File: src/rtl/div_unit.sv
// Iterative RV32M divider: one radix-2 restoring step per cycle, with
// divide-by-zero and signed-overflow results produced without iterating.
module div_unit #(
  parameter int Width = 32
) (
  input  logic             clk,
  input  logic             rst_n,
  input  logic             start_i,
  input  logic [1:0]       op_i,
  input  logic [Width-1:0] operand_a_i,
  input  logic [Width-1:0] operand_b_i,
  input  logic             flush_i,
  output logic             busy_o,
  output logic             valid_o,
  output logic [Width-1:0] result_o
);

  localparam int CntW = $clog2(Width);
  localparam logic [Width-1:0] MinNeg = {1'b1, {(Width-1){1'b0}}};
  localparam logic [CntW-1:0]  LastCnt = CntW'(Width - 1);

  typedef enum logic [1:0] {
    IDLE = 2'd0,
    CALC = 2'd1,
    DONE = 2'd2
  } state_e;

  state_e           state_q;
  logic             rem_sel_q;
  logic             neg_quot_q;
  logic             neg_rem_q;
  logic [CntW-1:0]  count_q;
  logic [Width-1:0] dvd_q;
  logic [Width-1:0] dvs_q;
  logic [Width-1:0] rem_q;
  logic [Width-1:0] quot_q;
  logic [Width-1:0] result_q;

  logic             a_neg_s;
  logic             b_neg_s;
  logic             special_s;
  logic [Width-1:0] a_mag_s;
  logic [Width-1:0] b_mag_s;
  logic [Width-1:0] special_res_s;
  logic [Width:0]   rem_ext_s;
  logic [Width:0]   diff_s;
  logic             quot_bit_s;
  logic [Width-1:0] rem_d;
  logic [Width-1:0] quot_d;
  logic [Width-1:0] final_res_s;

  // Operand conditioning and special-case detection for a new request.
  always_comb begin
    a_neg_s       = ~op_i[0] & operand_a_i[Width-1];
    b_neg_s       = ~op_i[0] & operand_b_i[Width-1];
    a_mag_s       = a_neg_s ? -operand_a_i : operand_a_i;
    b_mag_s       = b_neg_s ? -operand_b_i : operand_b_i;
    special_s     = 1'b0;
    special_res_s = '0;
    if (operand_b_i == '0) begin
      special_s     = 1'b1;
      special_res_s = op_i[1] ? operand_a_i : '1;
    end else if (~op_i[0] && operand_a_i == MinNeg && operand_b_i == '1) begin
      special_s     = 1'b1;
      special_res_s = op_i[1] ? '0 : operand_a_i;
    end else begin
      special_s     = 1'b0;
      special_res_s = '0;
    end
  end

  // One restoring step; the compare/subtract is Width+1 bits so large unsigned
  // divisors cannot overflow the partial remainder.
  always_comb begin
    rem_ext_s   = {rem_q, dvd_q[Width-1]};
    diff_s      = rem_ext_s - {1'b0, dvs_q};
    quot_bit_s  = ~diff_s[Width];
    rem_d       = quot_bit_s ? diff_s[Width-1:0] : rem_ext_s[Width-1:0];
    quot_d      = {quot_q[Width-2:0], quot_bit_s};
    final_res_s = rem_sel_q ? (neg_rem_q ? -rem_d : rem_d)
                            : (neg_quot_q ? -quot_d : quot_d);
  end

  assign busy_o   = (state_q == CALC) || (state_q == DONE);
  assign valid_o  = (state_q == DONE) && !flush_i;
  assign result_o = result_q;

  // Control FSM and datapath registers.
  always_ff @(posedge clk or negedge rst_n) begin
    if (!rst_n) begin
      state_q    <= IDLE;
      rem_sel_q  <= 1'b0;
      neg_quot_q <= 1'b0;
      neg_rem_q  <= 1'b0;
      count_q    <= '0;
      dvd_q      <= '0;
      dvs_q      <= '0;
      rem_q      <= '0;
      quot_q     <= '0;
      result_q   <= '0;
    end else begin
      case (state_q)
        IDLE: begin
          if (start_i && !flush_i) begin
            rem_sel_q <= op_i[1];
            if (special_s) begin
              result_q <= special_res_s;
              state_q  <= DONE;
            end else begin
              dvd_q      <= a_mag_s;
              dvs_q      <= b_mag_s;
              neg_quot_q <= a_neg_s ^ b_neg_s;
              neg_rem_q  <= a_neg_s;
              rem_q      <= '0;
              quot_q     <= '0;
              count_q    <= '0;
              state_q    <= CALC;
            end
          end else begin
            state_q <= IDLE;
          end
        end
        CALC: begin
          if (flush_i) begin
            state_q <= IDLE;
          end else begin
            rem_q   <= rem_d;
            quot_q  <= quot_d;
            dvd_q   <= {dvd_q[Width-2:0], 1'b0};
            count_q <= count_q + CntW'(1);
            if (count_q == LastCnt) begin
              result_q <= final_res_s;
              state_q  <= DONE;
            end else begin
              state_q <= CALC;
            end
          end
        end
        DONE:    state_q <= IDLE;
        default: state_q <= IDLE;
      endcase
    end
  end

endmodule
File: config.mk
export PLATFORM = sky130hd
export DESIGN_NAME = div_unit
export DESIGN_NICKNAME = d
export VERILOG_FILES = /design/src/rtl/div_unit.sv
export SDC_FILE = /design/constraint.sdc
export NUM_CORES = 1
export LEC_CHECK = 0
export BUFFER_PORTS_ARGS = -buffer_cell sky130_fd_sc_hd__buf_2
export CORE_ASPECT_RATIO = 1.5
export CORE_MARGIN = 5
export CORE_UTILIZATION = 56
export CTS_CLUSTER_DIAMETER = 60
export DETAILED_ROUTE_END_ITERATION = 7
export PLACE_DENSITY = 0.78
export SETUP_SLACK_MARGIN = 0.02
export SYNTH_ARGS = -nofsm -noshare
export SYNTH_HDL_FRONTEND = slang
export SYNTH_SLANG_ARGS = --single-unit
export TNS_END_PERCENT = 100
File: constraint.sdc
create_clock -name clk -period 5.6 [get_ports clk]
set_input_delay 0 -clock clk [delete_from_list [all_inputs] [get_ports clk]]
set_output_delay 0 -clock clk [all_outputs]
set_load 0.005 [all_outputs]
==> metrics.cfg <==
[cts]
path_clk_slew_ps=70
cts_tree=built
cts_num_sinks=169
cts_setup_buffers=0
cts_buffer_depth=2
h-tree-depth=4
clkLatencyLatePin_ps=450
cts_buffers=17
cts_root_buf=clkbuf_16

[sta]
setup_viol=0
hold_violations=0
fmax_ghz=0.194
skew_ps=9.27
slew_violations=0
tightest_slew_ps=1100
max-slew-margin-rel=0.264
hold_ws_ps=14.8
setup_slack_ps=434
rsz0062_at_grt=no
fin_setup_tns_ps=0
fin_crit_ps=5170
min_period_over_period=0.922

[route]
ant_nets=0
drc=0
wl_mm=44.3
first_pass_iters=6
wl_per_cell_um=22.4
num_vias=13100
via_per_inst=6.64
drt_iter0_drc=1312

[worst_setup_path]
startpoint_type=flip-flop
cp-startpoint=rem_q[13]$_DFFE_PN0P_
critical_path_required_ps=5940
slowest_delay_ps=440
crit_family=compound AO/OA/AOI/OAI gates
cp_cell_sequence=ha_1 > nand2_1 > a2111oi_2 > o21ai_0 > a211oi_2 > o211a_1 > nor3_4 > inv_2 > mux2i_1 > ha_1 > nand2_1 > nor4_1 > nor2b_1 > nand3_1 > a221o_1 > o31ai_1 > mux2i_1 > nor3_1
rr_startpoint=rem_q[13]$_DFFE_PN0P_
end_kind=flip-flop
r2r_slack_ps=430
r2r_end=result_o[26]$_DFFE_PN0P_
reg2reg_depth=18
cp.arrival_ps=5510
critPathSlowestCell=dfrtp_1
critPathKind=reg -> reg
cp_num_buf_inv=1
cp_max_fo=8

[place]
hpwl_mm=32.8
dp_cells=1888
pre_cts_ws_ps=231
gp_routability_congestion=1.02
dpl-instance-area_um2=13600
io_buffers=103

[layout]
fillers=1895
finalInstanceArea_um2=14800
final_cells=1975
post-route-util=0.657
multi_input_comb_area_um2=8020
num-nets-final=1799
seq_area_um2=4230
antenna_cells=0
area_delta_synth_final_pct=15.2
drive_gt1_frac=0.119

[status]
outcome=finished clean

[synthesis]
synth_commonest_cells=dfrtp_1, o21ai_0, nand2_1
ys_seq_area_frac=0.330
synth-seq-cells=169
synth_area_per_cell_um2=8.13
yosysTopAreaCellShare=0.330
synthesis.nets=1689
yosysWarnings=0
syn_area_um2=12800
synth_top_cell_by_area=dfrtp_1
synthArstFlopShare=1.00
synth_edf_count=0
synthCells=1576
synth.distinct_cells=79
synth_area_leaders=dfrtp_1, o21ai_0, xnor2_1, a21oi_1, nand2_1
synth.most_common_cell=dfrtp_1
synth-main-ff-cell=dfrtp_1

[power_and_ir_drop]
ir_worst_vdd_mv=0.206
power_mw=4.17
p_per_area_nw_per_um2=283
power_leakage_nw=6.51

[grt]
antenna_found_initial=0
grt.total_usage=0.336
grt_pass1_wl_mm=69.4
overflow=0
grt_pass1_vias=12700
grt_max_degree=106

[run]
max-cap-violations=0

[die]
chipWidth_um=133
initial_core_util=0.570
die_h_um=195
rows=67
die_area_um2=26100
io_pins=104
core_um2=22500

[min_path]
holdPathStages=4
hold_class=in -> reg
min_to=dvs_q[12]$_DFFE_PN0P_
holdCritStartpoint=operand_b_i[12]

tightest hold or removal path, stage by stage:
cell	delay [ps]
buf_2	110
xnor2_1	110
nand2_1	100
o21ai_0	90
flip-flops by register name (all words and copies together) (netlist names):
| signal | flops |
|---|---|
| state_q | 2 |
| dvs_q | 32 |
| result_o | 32 |
| neg_rem_q | 1 |
| count_q | 5 |
| dvd_q | 32 |
| quot_q | 31 |
| rem_sel_q | 1 |
| neg_quot_q | 1 |
| rem_q | 32 |
per-layer routing:
metal  up-vias  wire length [um]  GRT usage
li1       6002                 -          -
met1      6268             16300      0.386
met2       690             21900      0.582
met3       159              3080     0.0525
met4         0              3070      0.212
met5         -                 0          0
worst max-delay path by stage:
stage               slack (ps)  depth (start not counted)                        to
global route                70                         18  result_o[26]$_DFFE_PN0P_
floorplan                  150                         23  result_o[26]$_DFFE_PN0P_
finish                     430                         18  result_o[26]$_DFFE_PN0P_
detailed placement         230                         18  result_o[26]$_DFFE_PN0P_
CTS                        190                         18  result_o[26]$_DFFE_PN0P_
global placement           420                         18  result_o[26]$_DFFE_PN0P_
kinds of logic (layout without fill, tap and decap cells):
logic type      Yosys count  in the layout  synth area share
compound gates          547            547             0.276
xor+xnor                120            120            0.0820
fa+ha+maj                43             43            0.0426
buf+inv                 161            284            0.0486
flops                   169            169             0.330
mux                      39             39            0.0314
simple gates            497            497             0.189
where the power goes:
group	total (mW)	switching [mW]	internal [mW]
clock	1.28	0.565	0.712
combinational	1.36	0.863	0.501
sequential	1.53	0.111	1.42
total	4.17	1.54	2.63
final cells by class:
| class | instances | share of cell area |
|---|---|---|
| multi-input combinational | 1246 | 0.544 |
| sequential | 169 | 0.287 |
| timing repair buffer | 186 | 0.0878 |
| clock buffer | 17 | 0.0288 |
| tap | 276 | 0.0234 |
| inverter | 66 | 0.0168 |
| clock inverter | 15 | 0.0128 |
timing repair:
action / 4_1_cts / 5_1_grt
gates resized for setup: 0 / 3
hold endpoints to repair: 159 / 0
hold buffers: 55 / 0
endpoints found under the setup margin: 0 / 11
cells in the final DEF, fill, tap and decap left out, types with 15 or more instances in the layout:
master | netlist | final
nand4_1 | 22 | 22
or3_1 | 23 | 23
a31oi_1 | 18 | 18
clkbuf_16 | 0 | 17
dlygate4sd3_1 | 0 | 55
nor4_1 | 16 | 15
nor3_1 | 44 | 42
ha_1 | 42 | 42
a22o_1 | 38 | 38
nand2_1 | 162 | 162
o41ai_1 | 17 | 17
inv_1 | 65 | 65
a21oi_1 | 124 | 123
nand2b_1 | 17 | 16
o31ai_1 | 42 | 41
o21ai_0 | 167 | 166
nor2_1 | 114 | 114
buf_2 | 8 | 102
mux2i_1 | 30 | 30
xor2_1 | 46 | 46
buf_4 | 0 | 27
nand3_1 | 21 | 21
xnor2_1 | 74 | 74
a21o_1 | 18 | 18
dfrtp_1 | 169 | 169
a22oi_1 | 26 | 26
No activity file was read; power rests on OpenSTA's default activity.
